==> src/rtl/mdu_pkg.sv <==
// ---------------------------------------------------------------------------
// mdu_pkg: shared definitions for the multiply/divide unit controllers.
//
// Contents:
//   MDU_OP_WIDTH / MDU_RD_WIDTH  default operand and destination-tag widths
//   FUNC_DIV .. FUNC_REMU        2-bit divide function encodings
//   div_state_e                  div_ctrl sequencing states
// ---------------------------------------------------------------------------
package mdu_pkg;

    localparam int MDU_OP_WIDTH = 32;
    localparam int MDU_RD_WIDTH = 5;

    localparam logic [1:0] FUNC_DIV  = 2'b00;
    localparam logic [1:0] FUNC_DIVU = 2'b01;
    localparam logic [1:0] FUNC_REM  = 2'b10;
    localparam logic [1:0] FUNC_REMU = 2'b11;

    typedef enum logic [2:0] {
        DIV_IDLE  = 3'd0,
        DIV_ISSUE = 3'd1,
        DIV_WAIT  = 3'd2,
        DIV_RESP  = 3'd3,
        DIV_DRAIN = 3'd4
    } div_state_e;

endpackage

==> src/rtl/div_zero_fix.sv <==
// ---------------------------------------------------------------------------
// div_zero_fix: combinational divide-by-zero result generator.
//
// Produces the architectural result of a divide whose divisor is zero:
// DIV/DIVU give all-ones, REM/REMU give the dividend unchanged.
//
// Ports:
//   func_i    in   2         divide function (mdu_pkg FUNC_*)
//   op_a_i    in   OP_WIDTH  dividend
//   result_o  out  OP_WIDTH  divide-by-zero result
// ---------------------------------------------------------------------------
module div_zero_fix
    import mdu_pkg::*;
#(
    parameter int OP_WIDTH = MDU_OP_WIDTH
) (
    input  logic [1:0]          func_i,
    input  logic [OP_WIDTH-1:0] op_a_i,
    output logic [OP_WIDTH-1:0] result_o
);

    always_comb begin
        result_o = op_a_i;
        if ((func_i == FUNC_DIV) || (func_i == FUNC_DIVU)) begin
            result_o = '1;
        end
    end

endmodule

==> src/rtl/div_ctrl.sv <==
// ---------------------------------------------------------------------------
// div_ctrl: sequencing controller between the EX stage and the 3-cycle divider.
//
// Accepts one divide-class request from EX, stalls the pipeline while it is
// in progress, launches the divider with a one-cycle start pulse, holds the
// operands stable until the divider reports done, and returns a one-cycle
// writeback pulse with the destination tag. Flushes are absorbed in every
// state; a flush after the divider has started drains its result.
//
// Handshake: a request is taken in the cycle where ex_valid_i is high, the
// controller is IDLE and flush_i is low. stall_o acts as the inverse of
// ready towards EX: while it is high EX must hold the instruction; it drops
// in the writeback cycle so EX advances together with the result.
//
// Ports:
//   clk_i, rst_ni                 clock, asynchronous active-low reset
//   ex_valid_i, ex_func_i         request valid and divide function
//   ex_op_a_i, ex_op_b_i, ex_rd_i dividend, divisor, destination tag
//   flush_i                       kill the current instruction
//   stall_o, busy_o               pipeline hold, controller not idle
//   wb_valid_o, wb_result_o, wb_rd_o   writeback pulse, result, tag
//   div_start_o, div_op_a_o, div_op_b_o, div_func_o   divider launch
//   div_result_i, div_done_i      divider response
//
// Build option: define DIV_ZERO_BYPASS_EN to answer divide-by-zero requests
// directly (one-cycle latency) without starting the divider.
// ---------------------------------------------------------------------------
module div_ctrl
    import mdu_pkg::*;
#(
    parameter int OP_WIDTH = MDU_OP_WIDTH,
    parameter int RD_WIDTH = MDU_RD_WIDTH
) (
    input  logic                clk_i,
    input  logic                rst_ni,
    input  logic                ex_valid_i,
    input  logic [1:0]          ex_func_i,
    input  logic [OP_WIDTH-1:0] ex_op_a_i,
    input  logic [OP_WIDTH-1:0] ex_op_b_i,
    input  logic [RD_WIDTH-1:0] ex_rd_i,
    input  logic                flush_i,
    output logic                stall_o,
    output logic                busy_o,
    output logic                wb_valid_o,
    output logic [OP_WIDTH-1:0] wb_result_o,
    output logic [RD_WIDTH-1:0] wb_rd_o,
    output logic                div_start_o,
    output logic [OP_WIDTH-1:0] div_op_a_o,
    output logic [OP_WIDTH-1:0] div_op_b_o,
    output logic [1:0]          div_func_o,
    input  logic [OP_WIDTH-1:0] div_result_i,
    input  logic                div_done_i
);

    div_state_e          state_q;
    logic [OP_WIDTH-1:0] op_a_q;
    logic [OP_WIDTH-1:0] op_b_q;
    logic [1:0]          func_q;
    logic [RD_WIDTH-1:0] rd_q;
    logic [OP_WIDTH-1:0] res_q;
    logic                accept;

    // Flush wins over a new request, so nothing is captured in a flush cycle.
    assign accept = (state_q == DIV_IDLE) && ex_valid_i && !flush_i;

`ifdef DIV_ZERO_BYPASS_EN
    logic [OP_WIDTH-1:0] zero_result;
    logic                zero_divisor;

    assign zero_divisor = (ex_op_b_i == '0);

    div_zero_fix #(
        .OP_WIDTH (OP_WIDTH)
    ) u_div_zero_fix (
        .func_i   (ex_func_i),
        .op_a_i   (ex_op_a_i),
        .result_o (zero_result)
    );
`endif

    // Operand registers are written only on acceptance: the divider samples
    // operand_b and func after the start pulse, so they must stay frozen
    // until the controller is back in IDLE.
    always_ff @(posedge clk_i or negedge rst_ni) begin
        if (!rst_ni) begin
            state_q <= DIV_IDLE;
            op_a_q  <= '0;
            op_b_q  <= '0;
            func_q  <= '0;
            rd_q    <= '0;
            res_q   <= '0;
        end else begin
            case (state_q)
                DIV_IDLE: begin
                    if (accept) begin
                        op_a_q <= ex_op_a_i;
                        op_b_q <= ex_op_b_i;
                        func_q <= ex_func_i;
                        rd_q   <= ex_rd_i;
`ifdef DIV_ZERO_BYPASS_EN
                        if (zero_divisor) begin
                            res_q   <= zero_result;
                            state_q <= DIV_RESP;
                        end else begin
                            state_q <= DIV_ISSUE;
                        end
`else
                        state_q <= DIV_ISSUE;
`endif
                    end
                end
                DIV_ISSUE: begin
                    // A flush here means the divider was never started.
                    state_q <= flush_i ? DIV_IDLE : DIV_WAIT;
                end
                DIV_WAIT: begin
                    if (div_done_i) begin
                        if (flush_i) begin
                            state_q <= DIV_IDLE;
                        end else begin
                            res_q   <= div_result_i;
                            state_q <= DIV_RESP;
                        end
                    end else if (flush_i) begin
                        state_q <= DIV_DRAIN;
                    end
                end
                DIV_RESP: begin
                    state_q <= DIV_IDLE;
                end
                DIV_DRAIN: begin
                    // The divider cannot abort; swallow its result.
                    if (div_done_i) begin
                        state_q <= DIV_IDLE;
                    end
                end
                default: begin
                    state_q <= DIV_IDLE;
                end
            endcase
        end
    end

    assign busy_o      = (state_q != DIV_IDLE);
    assign stall_o     = ex_valid_i && (state_q != DIV_RESP) && !flush_i;
    assign div_start_o = (state_q == DIV_ISSUE) && !flush_i;
    assign wb_valid_o  = (state_q == DIV_RESP) && !flush_i;
    assign wb_result_o = res_q;
    assign wb_rd_o     = rd_q;
    assign div_op_a_o  = op_a_q;
    assign div_op_b_o  = op_b_q;
    assign div_func_o  = func_q;

endmodule

==> config.mk <==
export PLATFORM = sky130hd
export DESIGN_NAME = div_ctrl
export DESIGN_NICKNAME = d
export VERILOG_FILES = /design/src/rtl/mdu_pkg.sv /design/src/rtl/div_zero_fix.sv /design/src/rtl/div_ctrl.sv
export SDC_FILE = /design/constraint.sdc
export NUM_CORES = 1
export LEC_CHECK = 0
export ABC_AREA = 1
export CAP_MARGIN = 15
export CORE_UTILIZATION = 40
export CTS_CLUSTER_SIZE = 40
export DETAILED_ROUTE_END_ITERATION = 6
export HOLD_SLACK_MARGIN = 0.1
export PLACE_DENSITY_LB_ADDON = 0.05
export SYNTH_ARGS = -nofsm -noshare
export SYNTH_HDL_FRONTEND = slang
export SYNTH_SLANG_ARGS = --single-unit
==> constraint.sdc <==
create_clock -name clk_i -period 3.4 [get_ports clk_i]
set_input_delay 0.85 -clock clk_i [delete_from_list [all_inputs] [get_ports clk_i]]
set_output_delay 0.85 -clock clk_i [all_outputs]
set_load 0.05 [all_outputs]
-- Word level (Yosys, flattened, before mapping)
Cells that the tools add are included.
- flip-flop bits (word level): 106
- bits of input ports: 108
- memory bits (read-only): 0
- memories: 0
- bits in writable memories: 0
- bits in latches: 0
- logic and storage cells: 34
- output and inout port bits: 107
- $mul: 0
- reductions and logical operators: 12
- divide/modulo/power cells: 0
- shift-type cells: 0
- order comparisons: 0
- bitwise gates (word level): 1
- eq/ne operators: 8
- $add $sub $neg: 0
- muxes and demuxes: 7
- operators with widths (cell ; number):
    3-bit two-way mux ; 4
    3-bit case mux with 4 select lines ; 1
    3-bit by 2-bit equality test with 1-bit output (second input constant) ; 2
    1-bit logical AND ; 6
    3-bit AND reduction ; 2
    2-bit two-way mux ; 2
    2-bit inequality test (second input constant) ; 2
    3-bit by 1-bit equality test with 1-bit output (second input constant) ; 1
    3-bit equality test (second input constant) ; 1
    3-bit logical NOT ; 1
    3-bit by 2-bit inequality test with 1-bit output (second input constant) ; 1
    3-bit inequality test (second input constant) ; 1
    3-bit nonzero test ; 1
    2-bit AND reduction ; 1
    1-bit logical NOT ; 1
    1-bit NOT ; 1

-- Longest topological paths before layout
- depth after elaboration: 5
- depth in mapped cells: 7
- depth with buffers taken out: 6

-- Worst setup path after synthesis
Ideal clock, no wire load.
- path kind: input -> output
- start point: in flush_i
- end point: out wb_valid_o
- path buffers: 0
- data arrival time: 1.947 ns
- required time: 2.550 ns
- path slack: 0.603 ns
- cell stages on the path: 1
- path through: nor3_1
- cells in the longest elaborated chain, start to end: 2
- RTL lines (item ; RTL line ; RTL):
    start: declaration ; div_ctrl.sv:41 ; input logic flush_i,
    1-bit logical NOT ; div_ctrl.sv:147 ; assign wb_valid_o = (state_q == DIV_RESP) && !flush_i;
    1-bit logical AND ; div_ctrl.sv:147 ;
    end: declaration ; div_ctrl.sv:44 ; output logic wb_valid_o,
Every way passes these cells.

-- Final worst setup path
- start point: reg state_q[1]
- end point: out busy_o
- cells in the longest elaborated chain, start to end: 1
- RTL lines (item ; RTL line ; RTL):
    start: declaration ; div_ctrl.sv:55 ; div_state_e state_q;
    start signal: assignment ; div_ctrl.sv:114 ; state_q <= flush_i ? DIV_IDLE : DIV_WAIT;
    3-bit nonzero test ; div_ctrl.sv:144 ; assign busy_o = (state_q != DIV_IDLE);
    end: declaration ; div_ctrl.sv:43 ; output logic busy_o,
Every way passes these cells.

==> qor.csv <==
metric,value,unit
grt_start_max_net_pins,62,
rows,40,
final-hold-violation-count,0,
design_area,7580,µm²
whs,0.471,ns
fin_util,62.3,%
synth_area_leaders,"dfrtp_1 52%, nand2_4 13%, o21ai_2 12%, nand2_1 7.5%, inv_1 5.6%",
path_cells,nor2_4 -> inv_1 -> nor2_1 -> inv_1 -> clkdlybuf4s50_1,
routabilityCongestion,0.732,
swShare,48.9,%
worst-path-buf-inv,3,
grt_pass1_vias,3679,
worstSetupStartpointType,flip-flop,
required,2.55,ns
core_region_area,12200,µm²
tns,0,ns
yosysSeqAreaShare,52.3,%
synth_mux_area_share,0,%
synth_xor_area_share,0,%
p_leak,3.63,nW
drc,0,
synth_simple_gate_area_share,24.2,%
cts_inserted_buffers,9,
synth_top_area_share,52.3,%
pin_count,215,
crit_fanout,7,
timing.fmax,0.357,GHz
cts_tree,done,
cpMaxStageDelayCell,clkdlybuf4s50_1,
firstDrtPassIters,4,
start_util,41.7,%
maxCapViolCount,0,
path_class,flip-flop to primary output,
dieHeight,115,µm
syn-mean-instance-area,10.9,µm²
switchingPower,4.00,mW
hold_buffers,0,
post_cts_buffers,0,
p_int,4.18,mW
clkTransAtPathRegs,0.07,ns
htreeDepth,3,
end_kind,primary output,
antenna_left,0,
fin_crit,2.80,ns
critPathArrivalTime,1.95,ns
synth_seq_cells,106,
synth_cell_types,21,
die-area,13100,µm²
syn-cell-area,5070,µm²
cts_sinks,106,
hold_class,flip-flop to flip-flop,
wl_per_cell,13.2,µm
wl,11300,µm
antenna_found_initial,0,
min_period_over_period,82.5,%
vias,3662,
relSlewSlack,45.4,%
gr-usage-all-layers,17.7,%
synth.net_count,575,
place_area,7260,µm²
powerDensity,1080,nW/µm²
synth_top_family_by_area,simple AND/OR/NAND/NOR gates,
worst_ir_drop_vdd,0.591,mV
final_cell_mix,"210 x clkdlybuf4s50_1, 106 x dfrtp_1, 102 x nand2_1",
drt_iter0_drc,165,
yosys.area.top_type,dfrtp_1,
drive_gt1_share,25.5,%
grt.overflow.total,0,
comb_power_share,57.7,%
synthAdderAreaFrac,0,%
setup_violations,0,
rsz0062_at_grt,no,
ys_warn_count,0,
port_buffers,214,
clock_path_buffers,2,
root_buffer,clkbuf_16,
final_common_cell,clkdlybuf4s50_1,
tightest_slew,0.819,ns
cpPeakStageDelay,0.72,ns
syn_inst,467,
vias_per_cell,4.30,
grt_pass1_wl,18000,µm
area_growth,49.5,%
maxSlewViolCount,0,
fin_skew,0.00495,ns
antennaDiodeCount,0,
dp.final_hpwl,8180,µm
layout.nets,787,
power_frac_seq,28.7,%
clock_latency,0.34,ns
cpMostUsedCell,inv_1,
die_w,115,µm
cts_resized,0,
synth_compound_area_share,12.4,%
p_clk_share,13.6,%
outcome,"finished, final reports clean",
cp_top_family,buffers and inverters,
## through the flow
step,setup slack (ns),power [mW],cells
floorplan,0.603,5.63,467
global placement,0.701,7.04,836
detailed placement,0.686,7.11,836
CTS,0.587,8.26,851
global route,0.472,8.56,851
finish,0.596,8.17,851
## area by class of cell
type	instances	area (µm²)
clock buffer	14	294
clock inverter	1	30.0
fill	1042	4580
inverter	79	297
multi-input combinational	261	1860
sequential	106	2650
tap	168	210
timing repair buffer	222	2240
## tightest hold or removal path, stage by stage, from the launching register on
cell and delay, ns:
dfrtp_1 0.34, nand2_1 0.05, nand2_1 0.05
## cell families after synthesis
kind of cell / after synthesis
simple gates: 188
compound gates: 73
buf+inv: 100
flops: 106
## path summary, 6_finish.rpt
check                                   to            start  cells after the start  slack, ns
max                                 busy_o       state_q[1]                      5       0.60
min                        wb_result_o[30]  wb_result_o[30]                      2       0.47
max reg2reg                 div_op_b_o[17]       state_q[1]                      5       1.50
min reg2reg                wb_result_o[30]  wb_result_o[30]                      2       0.47
max in group asynchronous   wb_result_o[6]           rst_ni                      2       2.06
min in group asynchronous   div_op_b_o[23]           rst_ni                      1       0.59
## cell usage after synthesis
master / instances
a21oi_1: 1
a31oi_1: 1
buf_12: 9
buf_2: 6
buf_4: 3
buf_6: 3
dfrtp_1: 106
inv_1: 76
inv_2: 3
nand2_1: 102
nand2_2: 10
nand2_4: 60
nand3_1: 6
nand4_1: 1
nand4_4: 1
nor2_1: 4
nor2_2: 1
nor2_4: 2
nor3_1: 1
o21ai_1: 1
o21ai_2: 70
## routing by layer
metal | vias up | part of all wire, % | global-route usage [%]
met5 | - | 0 | 0
met4 | 0 | 1.4 | 6.23
met3 | 12 | 9.0 | 6.56
met2 | 124 | 46 | 28.7
met1 | 1693 | 44 | 21.7
li1 | 1833 | - | -
## power by group through the flow
| stage | logic, mW | registers, mW | clock network (mW) |
|---|---|---|---|
| detailed placement | 4.75 | 2.36 | 0 |
| floorplan | 1.31 | 4.32 | 0 |
| global placement | 4.70 | 2.34 | 0 |
| finish | 4.71 | 2.35 | 1.12 |
| CTS | 4.76 | 2.35 | 1.15 |
| global route | 4.94 | 2.42 | 1.20 |
## registers in the layout, indices dropped and copies added, names as in the netlist
name and count:
div_op_b_o 32, div_op_a_o 32, wb_rd_o 5, div_func_o 2, wb_result_o 32, state_q 3
No activity file was read; power rests on OpenSTA's default activity.
